==> src/rtl/usb_tx_pkg.sv <==
// Shared types and line-symbol constants for the USB full-speed transmit serializer.
package usb_tx_pkg;

  typedef enum logic [2:0] {
    IDLE,
    SYNC,
    DATA,
    STUFF,
    EOP_SE0,
    EOP_J
  } tx_state_e;

  localparam logic [7:0] SYNC_BYTE = 8'h80;

  // {d_plus, d_minus}
  localparam logic [1:0] J_SYM   = 2'b10;
  localparam logic [1:0] K_SYM   = 2'b01;
  localparam logic [1:0] SE0_SYM = 2'b00;

  // NRZI level: 1 = J, 0 = K. A 0 bit toggles, a 1 bit holds.
  function automatic logic nrzi_next(input logic lvl, input logic b);
    return b ? lvl : ~lvl;
  endfunction

  function automatic logic [1:0] line_sym(input logic lvl);
    return lvl ? J_SYM : K_SYM;
  endfunction

endpackage

==> src/rtl/usb_tx_serializer_if.sv <==
// Byte handshake between the packet source and the USB transmit serializer.
interface usb_tx_serializer_if;
  logic [7:0] tx_data;
  logic       tx_valid;
  logic       tx_ready;

  modport master (output tx_data, output tx_valid, input  tx_ready);
  modport slave  (input  tx_data, input  tx_valid, output tx_ready);
endinterface

==> src/rtl/flex_counter.sv <==
// Free-running modulo counter; rollover_flag marks the last count before wrapping to 0.
module flex_counter #(
  parameter int NUM_CNT_BITS = 3
) (
  input  logic                  clk,
  input  logic                  n_rst,
  input  logic                  clear,
  input  logic                  count_enable,
  input  logic [NUM_CNT_BITS:0] rollover_val,
  output logic                  rollover_flag
);
  logic [NUM_CNT_BITS-1:0] count_q, count_d;

  assign rollover_flag = ({1'b0, count_q} == rollover_val - (NUM_CNT_BITS+1)'(1));

  always_comb begin
    count_d = count_q;
    if (clear)
      count_d = '0;
    else if (count_enable)
      count_d = rollover_flag ? '0 : count_q + NUM_CNT_BITS'(1);
  end

  always_ff @(posedge clk) begin
    if (!n_rst) count_q <= '0;
    else        count_q <= count_d;
  end
endmodule

==> src/rtl/usb_tx_serializer.sv <==
// USB FS transmit bit engine: SYNC, LSB-first data, NRZI, EOP on D+/D-.
// Bit stuffing is built only when USB_TX_BITSTUFF_EN is defined.
module usb_tx_serializer
  import usb_tx_pkg::*;
#(
  parameter int BIT_CLKS    = 8,
  parameter int STUFF_LIMIT = 6
) (
  input  logic                clk,
  input  logic                n_rst,
  usb_tx_serializer_if.slave  tx,
  output logic                tx_busy,
  output logic                bit_strobe,
  output logic                d_plus,
  output logic                d_minus
);
  localparam int          CW   = (BIT_CLKS > 1) ? $clog2(BIT_CLKS) : 1;
  localparam logic [CW:0] ROLL = (CW+1)'(BIT_CLKS);

  // The ones counter is 3 bits wide, which bounds STUFF_LIMIT.
  if (BIT_CLKS < 2 || STUFF_LIMIT < 1 || STUFF_LIMIT > 7) begin : g_bad_param
    $error("usb_tx_serializer: unsupported BIT_CLKS/STUFF_LIMIT");
  end

  tx_state_e  state_q, state_d;
  logic [7:0] shift_q, shift_d;
  logic [2:0] bidx_q,  bidx_d;
  logic       nrzi_q,  nrzi_d;
  logic [1:0] line_q,  line_d;
  logic       strobe, timer_clr, fetch, stuff_now;
`ifdef USB_TX_BITSTUFF_EN
  localparam logic [2:0] LIM = 3'(STUFF_LIMIT);
  logic [2:0] ones_q, ones_d, ones_inc;
  logic       loaded_q, loaded_d;
`endif

  assign timer_clr = (state_q == IDLE);

  flex_counter #(.NUM_CNT_BITS(CW)) u_bit_timer (
    .clk          (clk),
    .n_rst        (n_rst),
    .clear        (timer_clr),
    .count_enable (1'b1),
    .rollover_val (ROLL),
    .rollover_flag(strobe)
  );

  assign bit_strobe = strobe;
  assign tx_busy    = (state_q != IDLE);
  assign d_plus     = line_q[1];
  assign d_minus    = line_q[0];

  // Everything below advances only on bit boundaries; line_d is the symbol for the next period.
  always_comb begin
    state_d     = state_q;
    shift_d     = shift_q;
    bidx_d      = bidx_q;
    nrzi_d      = nrzi_q;
    line_d      = line_q;
    fetch       = 1'b0;
    stuff_now   = 1'b0;
    tx.tx_ready = 1'b0;
`ifdef USB_TX_BITSTUFF_EN
    ones_d   = ones_q;
    loaded_d = loaded_q;
    ones_inc = (ones_q >= LIM) ? LIM : ones_q + 3'd1;
`endif
    case (state_q)
      IDLE: if (tx.tx_valid) begin
        state_d = SYNC;
        shift_d = SYNC_BYTE;
        bidx_d  = '0;
        nrzi_d  = nrzi_next(1'b1, SYNC_BYTE[0]);
        line_d  = line_sym(nrzi_d);
`ifdef USB_TX_BITSTUFF_EN
        ones_d  = '0;
`endif
      end
      SYNC, DATA: if (strobe) begin
        fetch   = (bidx_q == 3'd7);
        shift_d = {1'b0, shift_q[7:1]};
        bidx_d  = bidx_q + 3'd1;
`ifdef USB_TX_BITSTUFF_EN
        ones_d    = shift_q[0] ? ones_inc : '0;
        stuff_now = shift_q[0] && (ones_inc == LIM);
        if (fetch) loaded_d = tx.tx_valid;
`endif
        if (fetch) begin
          tx.tx_ready = tx.tx_valid;
          if (tx.tx_valid) shift_d = tx.tx_data;
        end
        // A stuff bit owed after bit 7 goes out before the next byte or EOP.
        if (stuff_now) begin
          state_d = STUFF;
          nrzi_d  = ~nrzi_q;
          line_d  = line_sym(nrzi_d);
        end else if (fetch && !tx.tx_valid) begin
          state_d = EOP_SE0;
          line_d  = SE0_SYM;
        end else begin
          if (fetch) state_d = DATA;
          nrzi_d = nrzi_next(nrzi_q, shift_d[0]);
          line_d = line_sym(nrzi_d);
        end
      end
`ifdef USB_TX_BITSTUFF_EN
      STUFF: if (strobe) begin
        ones_d = '0;
        if (bidx_q == 3'd0 && !loaded_q) begin
          state_d = EOP_SE0;
          line_d  = SE0_SYM;
        end else begin
          state_d = DATA;
          nrzi_d  = nrzi_next(nrzi_q, shift_q[0]);
          line_d  = line_sym(nrzi_d);
        end
      end
`endif
      EOP_SE0: if (strobe) begin
        if (bidx_q == 3'd1) begin
          state_d = EOP_J;
          bidx_d  = '0;
          nrzi_d  = 1'b1;
          line_d  = J_SYM;
        end else begin
          bidx_d  = bidx_q + 3'd1;
        end
      end
      EOP_J: if (strobe) begin
        state_d = IDLE;
        nrzi_d  = 1'b1;
        line_d  = J_SYM;
      end
      default: state_d = IDLE;
    endcase
  end

  always_ff @(posedge clk) begin
    if (!n_rst) begin
      state_q  <= IDLE;
      shift_q  <= '0;
      bidx_q   <= '0;
      nrzi_q   <= 1'b1;
      line_q   <= J_SYM;
`ifdef USB_TX_BITSTUFF_EN
      ones_q   <= '0;
      loaded_q <= 1'b0;
`endif
    end else begin
      state_q  <= state_d;
      shift_q  <= shift_d;
      bidx_q   <= bidx_d;
      nrzi_q   <= nrzi_d;
      line_q   <= line_d;
`ifdef USB_TX_BITSTUFF_EN
      ones_q   <= ones_d;
      loaded_q <= loaded_d;
`endif
    end
  end
endmodule

==> src/flat_wrapper.sv <==
// flat-port wrapper written by rule: the top's interface ports become plain ports
module usb_tx_serializer_flat import usb_tx_pkg::*;
#(
  parameter int BIT_CLKS    = 8,
  parameter int STUFF_LIMIT = 6
)
  (clk, n_rst, tx_busy, bit_strobe, d_plus, d_minus, tx_tx_data, tx_tx_valid, tx_tx_ready);
  usb_tx_serializer_if tx_i ();
  input  logic clk;
  input  logic n_rst;
  output logic tx_busy;
  output logic bit_strobe;
  output logic d_plus;
  output logic d_minus;
  input wire logic [$bits(tx_i.tx_data)-1:0] tx_tx_data;
  input wire logic [$bits(tx_i.tx_valid)-1:0] tx_tx_valid;
  output wire logic [$bits(tx_i.tx_ready)-1:0] tx_tx_ready;
  assign tx_i.tx_data = tx_tx_data;
  assign tx_i.tx_valid = tx_tx_valid;
  assign tx_tx_ready = tx_i.tx_ready;
  usb_tx_serializer #(.BIT_CLKS(BIT_CLKS), .STUFF_LIMIT(STUFF_LIMIT)) u_core (.clk(clk), .n_rst(n_rst), .tx(tx_i), .tx_busy(tx_busy), .bit_strobe(bit_strobe), .d_plus(d_plus), .d_minus(d_minus));
endmodule
==> config.mk <==
export PLATFORM = sky130hd
export DESIGN_NAME = usb_tx_serializer_flat
export DESIGN_NICKNAME = d
export VERILOG_FILES = /design/src/rtl/usb_tx_pkg.sv /design/src/rtl/usb_tx_serializer_if.sv /design/src/rtl/flex_counter.sv /design/src/rtl/usb_tx_serializer.sv /design/src/flat_wrapper.sv
export SDC_FILE = /design/constraint.sdc
export NUM_CORES = 1
export LEC_CHECK = 0
export BUFFER_PORTS_ARGS = -buffer_cell sky130_fd_sc_hd__buf_2
export CAP_MARGIN = 20
export CORE_MARGIN = 1
export CORE_UTILIZATION = 45
export DETAILED_ROUTE_END_ITERATION = 6
export PLACE_DENSITY = 0.65
export SKIP_LAST_GASP = 1
export SLEW_MARGIN = 10
export SYNTH_ARGS = -nofsm -noshare
export SYNTH_HDL_FRONTEND = slang
export SYNTH_HIERARCHICAL = 1
export SYNTH_SLANG_ARGS = --single-unit
export TNS_END_PERCENT = 20
==> constraint.sdc <==
create_clock -name clk -period 3.2 [get_ports clk]
set_clock_uncertainty 0.1 [all_clocks]
set_input_delay 0.48 -clock clk [delete_from_list [all_inputs] [get_ports clk]]
set_output_delay 0.48 -clock clk [all_outputs]
set_load 0.02 [all_outputs]
# == Yosys cells after proc, flatten, opt, wreduce, memory -nomap -nowiden ==
# Index checks and enable logic that the tools add are counted.
# totals
wordCells,77
output_inout_bits,5
reg_bits,20
inputBits,11
# classes
add_sub_neg,2
mux,39
n_eq_ne,14
n_bitwise,2
n_reduce_logical,14
# ops
op,n
two-way mux 8 bit,6
two-way mux 3 bit,11
one-hot mux 8 bit (2 select lines),1
two-way mux 2 bit,7
== test 3 bit (second input constant),4
one-hot mux 3 bit (4 select lines),1
AND reduction 6 bit,2
two-way mux 1 bit,10
!= test 2 bit (second input constant),5
one-hot mux 3 bit (3 select lines),1
one-hot mux 2 bit (4 select lines),1
AND reduction 7 bit,1
adder 3 x 1 -> 3 bit (second input constant),2
== test 3 x 1 -> 1 bit (second input constant),2
nonzero test 3 bit,2
one-hot mux 1 bit (4 select lines),1
AND reduction 4 bit,1
nonzero test 4 bit,1
== test 3 x 2 -> 1 bit (second input constant),1
logical NOT 3 bit,1
!= test 3 x 1 -> 1 bit (second input constant),1
AND reduction 3 bit,1
OR reduction 3 bit,1
!= test 2 x 1 -> 1 bit (second input constant),1
5 further kinds,6

# == Depth between registers and ports, before layout ==
# Gate-level depths: netlist (run 1).
# depth
word_depth,9
depth_mapped,9
depth_no_buf,9

# == Hierarchy ==
# The synthesis (run 1) kept the hierarchy.
# by_module_without_submodules
module,area_per_inst_um2,n_inst,seq_area_each_um2,cells_per_inst
usb_tx_serializer,1074.8,1,320.3,132
flex_counter,246.5,1,60.1,29

# == Worst setup path after synthesis (run 1) ==
# Ideal clock, no wire load.
# synth_path
path_type,reg-to-reg
start,reg u_core.u_bit_timer.count_q[2]
end,reg u_core.nrzi_q
path_slack_ns,0.792
setup_time_ns,0.121
n_path_buf,0
path_stages_with_launch,8
required_time_ns,2.979
synth_period_minus_slack_ns,2.408
arrival_time_ns,2.187
cell_sequence,dfxtp_1 -> xnor3_1 -> nand2_1 -> nor2_1 -> mux2i_1 -> a211oi_2 -> o31ai_2 -> mux2_2
# synth_via
elab_chain_len,3
elab_cells_between_ends,5
cone_classes,4 x eq/ne; 1 x reduce/logical
# synth_rtl
element,line,rtl
"start, declared",flex_counter.sv:12,"logic [NUM_CNT_BITS-1:0] count_q, count_d;"
"start signal, assigned",flex_counter.sv:26,else count_q <= count_d;
== test 3 bit *,flex_counter.sv:14,"assign rollover_flag = ({1'b0, count_q} == rollover_val - (NUM_CNT_BITS+1)'(1));"
net bit_strobe,flat_wrapper.sv:12,output logic bit_strobe;
!= test 2 bit (no source line),n/a,
AND reduction 7 bit (no source line) *,n/a,
"end signal, assigned",usb_tx_serializer.sv:153,nrzi_q <= nrzi_d;
"end, declared",usb_tx_serializer.sv:28,"logic nrzi_q, nrzi_d;"
# Mark *: on every way through the listed nets, which the timed path passes. The rest lies on a longest branch.
# A chain may end at the register's enable or synchronous reset.

# == Worst setup path in the final report (run 1) ==
# layout_path
start,reg u_core.u_bit_timer.count_q[2]
end,out tx_tx_ready
# layout_via
elab_chain_len,3
# layout_rtl
element,line,rtl
== test 3 bit,flex_counter.sv:14,
two-way mux 1 bit,usb_tx_serializer.sv:79,"SYNC, DATA: if (strobe) begin"
two-way mux 1 bit,usb_tx_serializer.sv:68,case (state_q)
"end, declared",flat_wrapper.sv:17,output wire logic [$bits(tx_i.tx_ready)-1:0] tx_tx_ready;
# No other way between the ends.

==> results by group, run 1 <==
Status
  • Outcome: finished, final reports clean

CTS
  • CTS H-Tree Depth: 1
  • Post-CTS Setup Repair Bufs: 0
  • Clock sink total: 19
  • Max clock buf depth: 2
  • Cts hold-fix bufs: 0
  • # resized after CTS: 0
  • CTS tree: yes
  • Worst-Skew Late Latency: just under 0.3 ns
  • Clock root buffer: clkbuf_4
  • CTS clk-pin slew, worst paths: approximately 0.11 ns
  • Num CTS Buffers: 3

Die
  • Initial Utilization: 0.479
  • Die width: 56.2 µm
  • Die height: ~56 µm
  • Core area: 0.00276 mm²
  • # IOs: 16
  • Die area: 0.00316 mm²
  • FP Rows: 19

Placement
  • RePlAce Congestion: 0.899
  • Placement Setup Slack: roughly 0.8 ns
  • DP Wirelength: roughly 2300 µm
  • Port bufs: 15

Cells and area
  • Total inserted antenna cells: 0
  • Layout area overhead: 12.6%
  • Final nets: around 210
  • Layout fillers: 273
  • Share of cells above drive strength 1: 0.185

Synthesis
  • Sequential share of the synthesized area: 0.288
  • Post-Syn Area: around 0.0013 mm²
  • Average size of a mapped cell: between 8 and 9 µm²
  • Synth unique cells: 48
  • Synthesized flop and latch total: 19
  • Commonest register cell after synthesis: dfxtp_1
  • Synth Instances: 161
  • Number of enable flip-flop cells after synthesis: 0
  • Async SR Flop Fraction: 0
  • Synth warn: 6

Timing
  • Highest Clock Rate: 410 MHz
  • Max Slew Vio Count: 0
  • RSZ-0062 raised after global routing: false
  • Setup Total Neg Slack: 0 ns
  • Final hold viol count: 0
  • Worst Slack Setup Final: approximately 0.76 ns
  • Slew @ Worst Pin: around 0.77 ns
  • Final Cycle Share: 0.763
  • Crit path time final: 2.44 ns
  • Final hold slack: 0.361 ns
  • Slew HR: 0.485
  • # setup viols final: 0

Route
  • Iteration-0 DRC Markers: 44
  • DR pass1 iterations: 4
  • Final wirelength: slightly below 3000 µm
  • WL/cell: between 10 and 15 µm
  • Via count: between 1000 and 1500
  • Post-route ant nets: 0
  • Top sig layer: met4
  • Routed wl met3: around 110 µm
  • DRC: 0
  • DR WL met2: between 1000 and 1500 µm
  • DRT met1 WL: roughly 1300 µm
  • Vias per Instance: ~5.6

Setup path
  • Worst endpoint data arrival time: 1.86 ns
  • Worst reg2reg path depth: 7
  • Critical path class: reg2out
  • Crit path launch type: register
  • Crit-path max cell delay: 0.39 ns
  • Crit path capture type: output pin
  • Critical path fanouts, max: 8
  • Critical path's slowest cell: dfxtp_1
  • Crit-path cells: xnor3_1, nand2_1, nor2_1, nand2_1, nor2_1, buf_2
  • Required time of the critical path: ~2.6 ns

GRT
  • Grt ovf: 0
  • Vias in the first global route: approximately 1200
  • First-pass GRT wire length: between 4000 and 5000 µm
  • All-Layer GR Usage: 0.193
  • Initial antenna violation count: 0
  • Largest net degree at the start of global routing: 25

Power
  • Cell Pwr Density: 370 mW/mm²
  • Pleak: 0.621 nW
  • Peak supply drop: 245 µV

Hold path
  • Hold path cells: 2
  • Hold Crit Class: in2reg

Run
  • Max cap viols: 0
-- state kept, by name (all words and copies together) (netlist names) --
signal,flops
u_core/nrzi_q,1
u_core/bidx_q,3
u_core/state_q,3
u_core/shift_q,7
u_core/u_bit_timer/count_q,3
u_core/line_q,2
-- routing by layer --
metal  global-route usage  vias up
li1                     -      621
met1                0.237      567
met2                0.340       35
met3               0.0233        4
met4               0.0767        0
met5                    0        -
-- placed cells by master (no fill, tap or decap), drive strengths merged, types with 2 or more instances in the layout --
cell and count:
dfxtp 19, conb 18, nand2 16, buf 15
a21oi 15, o21ai 11, inv 9, nand2b 9
nor2 9, mux2 7, nor3 6, ha 6
mux2i 4, clkbuf 4, nor2b 3, and3 2
or2 2, or4 2, nor4b 2, nor3b 2
o22ai 2, nand4b 2, a211oi 2
-- path summary, 6_finish.rpt --
kind	endpoint	startpoint	slack, ns
setup / recovery	tx_tx_ready	u_core/u_bit_timer/count_q[2]$_SDFFE_PP0P_	0.76
hold / removal	u_core/line_q[1]$_SDFFE_PN1P_	n_rst	0.36
setup reg to reg	u_core/nrzi_q$_SDFFE_PN1P_	u_core/u_bit_timer/count_q[2]$_SDFFE_PP0P_	0.77
hold reg to reg	u_core/shift_q[3]$_SDFFE_PN0P_	u_core/shift_q[3]$_SDFFE_PN0P_	0.38
-- power by group --
group / internal (mW) / switching [mW] / leakage [nW]
sequential: 0.252 / 0.0204 / 0.155
clock: 0.0485 / 0.0728 / 0.0150
combinational: 0.0673 / 0.0897 / 0.451
-- area by class of cell --
type / instances / area (µm²) / share of cell area
Clock buffer: 4 / 26.3 / 0.0177
Inverter: 9 / 33.8 / 0.0227
Multi-Input combinational cell: 142 / 933 / 0.627
Timing Repair Buffer: 15 / 75.1 / 0.0505
Tap cell: 31 / 38.8 / 0.0261
Sequential cell: 19 / 380 / 0.256
-- cell usage after synthesis, types with 3 or more instances --
cell type / number / area share
o21ai_0: 11 / 0.042
a21oi_1: 15 / 0.057
nor2b_1: 3 / 0.014
mux2i_1: 4 / 0.030
nand2b_1: 9 / 0.043
nor3_1: 6 / 0.023
mux2_2: 7 / 0.060
dfxtp_1: 19 / 0.29
buf_2: 3 / 0.011
nor2_1: 8 / 0.023
clkbuf_1: 3 / 0.0085
nand2_1: 16 / 0.045
inv_1: 9 / 0.026
ha_1: 6 / 0.057
-- worst max-delay path, delay by kind of cell (launching register included) --
kind	cells	cell delay [ns]
xor gates and xnor gates	1	0.24
buffers and inverters	1	0.17
DFF	1	0.39
and+or+nand+nor	4	0.77
-- cells by family (layout without fill, tap and decap cells) --
| group | after synthesis | in the layout | synth area share |
|---|---|---|---|
| xor+xnor | 3 | 3 | 0.0360 |
| simple gates | 61 | 61 | 0.257 |
| flops | 19 | 19 | 0.288 |
| mux | 11 | 11 | 0.0900 |
| buf+inv | 16 | 28 | 0.0511 |
| other cells | 2 | 18 | 0.00568 |
| fa+ha+maj | 6 | 6 | 0.0568 |
| compound gates | 43 | 43 | 0.216 |
-- metrics by stage --
step,area (µm²),std cells,util,power (mW)
finish,1490,220,0.539,0.551
global route,1490,220,0.539,0.589
CTS,1490,220,0.539,0.558
detailed placement,1460,216,0.530,0.433
global placement,1460,216,0.530,0.429
floorplan,1380,177,-,0.396
No activity file was read; power rests on OpenSTA's default activity.
==> run 2: changes to the inputs <==
clock period = 2.3 ns   (was 3.2 ns; I/O delays follow)
==> results by group, run 2 (synthesis results as in run 1) <==
Status
  • Outcome: finished, final reports clean (unchanged)

GRT
  • Vias in the first global route: 1267 (was 1162)
  • Met3 usage: 0.0326 (was 0.0233)
  • Routing usage on met2: 0.352 (was 0.340)
  • GRT met1 Usage: 0.252 (was 0.237)
  • All-Layer GR Usage: 0.209 (was 0.193)
  • First-pass GRT wire length: 5220 µm (was 4850 µm)
  • Busiest grt layer: met2 (unchanged)
  • Initial antenna violation count: 0 (unchanged)
  • Largest net degree at the start of global routing: 20 (was 25)
  • Grt ovf: 0 (unchanged)

Timing
  • Max Slew Vio Count: 0 (unchanged)
  • Final hold viol count: 0 (unchanged)
  • Crit path time final: 2.18 ns
  • Final hold slack: 0.239 ns (was 0.361 ns)
  • Setup Total Neg Slack: 0 ns (unchanged)
  • Highest Clock Rate: roughly 460 MHz
  • Slew @ Worst Pin: 0.610 ns (was 0.771 ns)
  • Worst Slack Setup Final: 0.118 ns (was 0.760 ns)
  • Final Cycle Share: 0.949
  • # setup viols final: 0 (unchanged)
  • RSZ-0062 raised after global routing: true (was false)
  • Slew HR: 0.593 (was 0.485)

CTS
  • Max clock buf depth: 2 (unchanged)
  • Clock root buffer: clkbuf_4 (unchanged)
  • Num CTS Buffers: 3 (unchanged)
  • Worst-Skew Late Latency: 0.30 ns (was 0.29 ns)
  • CTS tree: yes (unchanged)
  • Clock sink total: 19 (unchanged)
  • CTS clk-pin slew, worst paths: 0.10 ns (was 0.11 ns)
  • CTS H-Tree Depth: 1 (unchanged)

Cells and area
  • Register with the most flip-flops: u_core/shift_q (unchanged)
  • Layout fillers: 267 (was 273)
  • Final design area excluding fillers: 0.00154 mm² (was 0.00149 mm²)
  • Most frequent cells in the layout: dfxtp_1, conb_1, nand2_1 (unchanged)
  • Final Non-Filler Cells: 226 (was 220)
  • Final design utilization: 0.557 (was 0.539)
  • Number of flip-flops in the largest register: 7 (unchanged)
  • Final nets: 213 (was 207)
  • Total inserted antenna cells: 0 (unchanged)
  • Layout area overhead: 16.3% (was 12.6%)
  • Share of cells above drive strength 1: 0.221 (was 0.185)

Setup path
  • Critical path's slowest cell: nor4b_1 (was dfxtp_1)
  • Critical path fanouts, max: 8 (unchanged)
  • Crit-path max cell delay: 0.43 ns (was 0.39 ns)
  • Worst reg2reg path depth: 7 (unchanged)
  • Crit. path cell count: 7 (was 6)
  • Crit path launch type: register (unchanged)
  • Crit path capture type: register (was output pin)
  • Family with the most delay on the worst path: simple AND/OR/NAND/NOR gates (unchanged)
  • Required time of the critical path: 2.39 ns (was 2.62 ns)
  • Critical path class: reg2reg (was reg2out)
  • Worst endpoint data arrival time: 2.27 ns (was 1.86 ns)
  • Worst Path Buf+Inv: 0 (was 1)
  • Crit-path cells: xnor3_1, nand2_1, nor2_2, nor4b_1, a211oi_2, o31ai_2, mux2_2 (was xnor3_1, nand2_1, nor2_1, nand2_1, nor2_1, buf_2)
  • R2r setup slk: 0.12 ns (was 0.77 ns)

Placement
  • Placed cells: 222 (was 216)
  • Cell Area, Placed: 0.00151 mm² (was 0.00146 mm²)
  • DP Wirelength: 2290 µm (was 2270 µm)
  • Port bufs: 15 (unchanged)
  • RePlAce Congestion: 0.911 (was 0.899)
  • Placement Setup Slack: 0.126 ns (was 0.822 ns)

Die
  • Core area: 0.00276 mm² (unchanged)
  • Die area: 0.00316 mm² (unchanged)
  • Die width: 56.2 µm (unchanged)
  • FP Rows: 19 (unchanged)
  • # IOs: 16 (unchanged)
  • Initial Utilization: 0.479 (unchanged)
  • Die height: 56.2 µm (unchanged)

Power
  • Pleak: 0.651 nW (was 0.621 nW)
  • Cell Pwr Density: 513 mW/mm² (was 370 mW/mm²)
  • Peak supply drop: 375 µV (was 245 µV)
  • Final Total Pwr: 0.788 mW (was 0.551 mW)

Route
  • DRC: 0 (unchanged)
  • Via count: 1260 (was 1227)
  • Post-route ant nets: 0 (unchanged)
  • WL/cell: 12.9 µm (was 13.1 µm)
  • Final wirelength: 2910 µm (was 2890 µm)
  • DR pass1 iterations: 4 (unchanged)
  • Vias per Instance: 5.58 (about the same)
  • Iteration-0 DRC Markers: 34 (was 44)

Hold path
  • Hold Crit Class: in2reg (unchanged)
  • Hold path cells: 2 (unchanged)

Run
  • Max cap viols: 0 (unchanged)
==> run 2: cell count changes in the layout (fill, tap and decap cells not counted) <==
cell,delta
dfxtp_2,+1
dfxtp_1,-1
nor2_2,+1
buf_4,+6
nor2_1,-1
==> run 2: final timing paths <==
kind	from	end
min	n_rst	u_core/line_q[1]$_SDFFE_PN1P_
min reg2reg	u_core/line_q[0]$_SDFFE_PN0P_	u_core/line_q[0]$_SDFFE_PN0P_
max	u_core/u_bit_timer/count_q[2]$_SDFFE_PP0P_	u_core/nrzi_q$_SDFFE_PN1P_
max reg2reg	u_core/u_bit_timer/count_q[2]$_SDFFE_PP0P_	u_core/nrzi_q$_SDFFE_PN1P_
==> run 2: cell type report <==
type / count / area (µm²) / share of cell area
Inverter: 9 / 33.8 / 0.0220
Tap cell: 31 / 38.8 / 0.0252
Timing Repair Buffer: 21 / 120 / 0.0782
Clock buffer: 4 / 26.3 / 0.0171
Sequential cell: 19 / 382 / 0.248
Multi-Input combinational cell: 142 / 936 / 0.609
==> run 2: repair_timing <==
action                                  4_1_cts  5_1_grt
buffers inserted                              0        0
endpoints found under the setup margin        0        4
resized for setup                             0        1
hold buffers                                  0        0
==> run 2: power by group <==
group	total (mW)	internal, mW	leakage [nW]	switching (mW)
Sequential	0.376	0.351	0.155	0.0258
Combinational	0.241	0.107	0.481	0.134
Clock	0.170	0.0674	0.0150	0.102
Total	0.788	0.525	0.651	0.262
==> run 2: layer usage <==
layer  wire (µm)  vias to the layer above
met5           0                        -
met4          42                        0
met3         101                        5
met2        1420                       26
met1        1340                      595
li1            -                      634
==> run 3: changes to the inputs <==
CORE_UTILIZATION = 50   (was 45)
PLACE_DENSITY = 0.71   (was 0.65)
==> results by group, run 3 (synthesis results as in run 1) <==
Route
  • DRC: 0 (unchanged)
  • Post-route ant nets: 0 (unchanged)
  • Iteration-0 DRC Markers: 31 (was 34)
  • DR pass1 iterations: 4 (unchanged)
  • Via count: 1255 (was 1260)
  • Final wirelength: 2870 µm (was 2910 µm)
  • Vias per Instance: 5.60 (was 5.58)
  • WL/cell: 12.8 µm (was 12.9 µm)

Timing
  • Final hold viol count: 0 (unchanged)
  • Max Slew Vio Count: 0 (unchanged)
  • Final Cycle Share: 0.955 (was 0.949)
  • Crit path time final: 2.20 ns (was 2.18 ns)
  • Slew HR: 0.599 (was 0.593)
  • Highest Clock Rate: 455 MHz (was 458 MHz)
  • # setup viols final: 0 (unchanged)
  • RSZ-0062 raised after global routing: true (unchanged)
  • Slew @ Worst Pin: 0.601 ns (was 0.610 ns)
  • Setup Total Neg Slack: 0 ns (unchanged)

Status
  • Outcome: finished, final reports clean (unchanged)

Cells and area
  • Total inserted antenna cells: 0 (unchanged)
  • Final nets: 212 (was 213)
  • Layout fillers: 232 (was 267)
  • Register with the most flip-flops: u_core/shift_q (unchanged)
  • Commonest non-fill, non-tap cell in the layout: conb_1
  • Number of flip-flops in the largest register: 7 (unchanged)
  • Layout area overhead: 16.7% (was 16.3%)
  • Share of cells above drive strength 1: 0.232 (was 0.221)
  • Most frequent cells in the layout: conb_1, dfxtp_1, nand2_1 (was dfxtp_1, conb_1, nand2_1)
  • Final design area excluding fillers: 0.00154 mm² (about the same)

Power
  • Flop pwr share: 0.480 (was 0.478)
  • Cell Pwr Density: 512 mW/mm² (was 513 mW/mm²)
  • Final Total Pwr: 0.789 mW (was 0.788 mW)
  • Combinational cell fraction of total power: 0.296 (was 0.307)
  • Internal power: 0.521 mW (was 0.525 mW)
  • Clock power share: 0.224 (was 0.216)
  • Sw frac: 0.340 (was 0.333)
  • Pleak: 0.652 nW (was 0.651 nW)
  • Switching Power: 0.268 mW (was 0.262 mW)
  • Peak supply drop: 370 µV (was 375 µV)

Placement
  • DP Wirelength: 2180 µm (was 2290 µm)
  • RePlAce Congestion: 0.971 (was 0.911)
  • Port bufs: 15 (unchanged)
  • Cell Area, Placed: 0.00150 mm² (was 0.00151 mm²)

CTS
  • Clock root buffer: clkbuf_4 (unchanged)
  • CTS clk-pin slew, worst paths: 0.12 ns (was 0.10 ns)
  • Worst-Skew Late Latency: 0.30 ns (about the same)
  • Num CTS Buffers: 3 (unchanged)
  • Post-CTS Setup Repair Bufs: 0 (unchanged)
  • # resized after CTS: 0 (unchanged)
  • Max clock buf depth: 2 (unchanged)
  • Cts hold-fix bufs: 0 (unchanged)
  • CTS tree: yes (unchanged)
  • Clock sink total: 19 (unchanged)
  • CTS H-Tree Depth: 1 (unchanged)

Die
  • Initial Utilization: 0.533 (was 0.479)
  • # IOs: 16 (unchanged)
  • Die area: 0.00285 mm² (was 0.00316 mm²)
  • FP Rows: 18 (was 19)
  • Die width: 53.4 µm (was 56.2 µm)
  • Core area: 0.00248 mm² (was 0.00276 mm²)
  • Die height: 53.4 µm (was 56.2 µm)

GRT
  • Largest net degree at the start of global routing: 20 (unchanged)
  • First-pass GRT wire length: 4720 µm (was 5220 µm)
  • Vias in the first global route: 1126 (was 1267)
  • All-Layer GR Usage: 0.228 (was 0.209)
  • Initial antenna violation count: 0 (unchanged)
  • Grt ovf: 0 (unchanged)

Hold path
  • Hold Crit Class: in2reg (unchanged)

Setup path
  • Critical path fanouts, max: 8 (unchanged)
  • Worst endpoint data arrival time: 2.30 ns (was 2.27 ns)
  • Required time of the critical path: 2.41 ns (was 2.39 ns)
  • Crit path capture type: register (unchanged)
  • Crit path launch type: register (unchanged)
  • Critical path class: reg2reg (unchanged)

Run
  • Max cap viols: 0 (unchanged)
-- run 3: cell types whose count changed in the layout (fill, tap and decap cells not counted), sizes merged --
cell    before  now
clkinv       0    1
buf         21   20
clkbuf       4    3
-- run 3: area by class of cell --
cell class                      count  area (µm²)  share of cell area
Inverter                            9        33.8              0.0219
Clock inverter                      1        5.00             0.00325
Timing Repair Buffer               20         113              0.0731
Clock buffer                        3        22.5              0.0146
Sequential cell                    19         383               0.248
Tap cell                           30        37.5              0.0244
Multi-Input combinational cell    142         947               0.614
-- run 3: per-stage QoR --
| step | utilization | hold slack, ns | instances | worst slack [ns] |
|---|---|---|---|---|
| after floorplan | - | 0.346 | 177 | 0.106 |
| final | 0.622 | 0.228 | 224 | 0.103 |
| after global routing | 0.622 | 0.219 | 224 | 0.00388 |
| after CTS | 0.617 | 0.207 | 224 | 0.0886 |
| after global placement | 0.606 | 0.351 | 220 | 0.225 |
| after detailed placement | 0.606 | 0.359 | 220 | 0.112 |
-- run 3: power by group through the flow --
stage / combinational (mW) / clock [mW] / sequential [mW]
final: 0.234 / 0.176 / 0.379
after global routing: 0.260 / 0.198 / 0.384
after CTS: 0.228 / 0.186 / 0.377
after detailed placement: 0.226 / 0 / 0.385
after global placement: 0.224 / 0 / 0.384
after floorplan: 0.171 / 0 / 0.381
-- run 3: worst max-delay path, stage by stage (launching register included) --
cell and delay [ns]:
dfxtp_1 0.36, xnor3_1 0.35, nand2_1 0.17, nor2_4 0.09
nor4b_1 0.45, a211oi_2 0.10, o31ai_2 0.12, mux2_2 0.37
-- run 3: routing by layer --
| layer | track usage | wire (µm) | vias to the layer above |
|---|---|---|---|
| met2 | 0.377 | 1360 | 33 |
| met3 | 0.0345 | 113 | 4 |
| met4 | 0.0833 | 28 | 0 |
| met1 | 0.294 | 1360 | 586 |
| li1 | - | - | 632 |
| met5 | 0 | 0 | - |
-- run 3: final timing paths --
path | depth (start not counted) | startpoint | end | slack (ns)
max | 7 | u_core/u_bit_timer/count_q[2]$_SDFFE_PP0P_ | u_core/nrzi_q$_SDFFE_PN1P_ | 0.10
min | 2 | n_rst | u_core/line_q[1]$_SDFFE_PN1P_ | 0.23
max reg2reg | 7 | u_core/u_bit_timer/count_q[2]$_SDFFE_PP0P_ | u_core/nrzi_q$_SDFFE_PN1P_ | 0.10
min reg2reg | 2 | u_core/line_q[0]$_SDFFE_PN0P_ | u_core/line_q[0]$_SDFFE_PN0P_ | 0.37
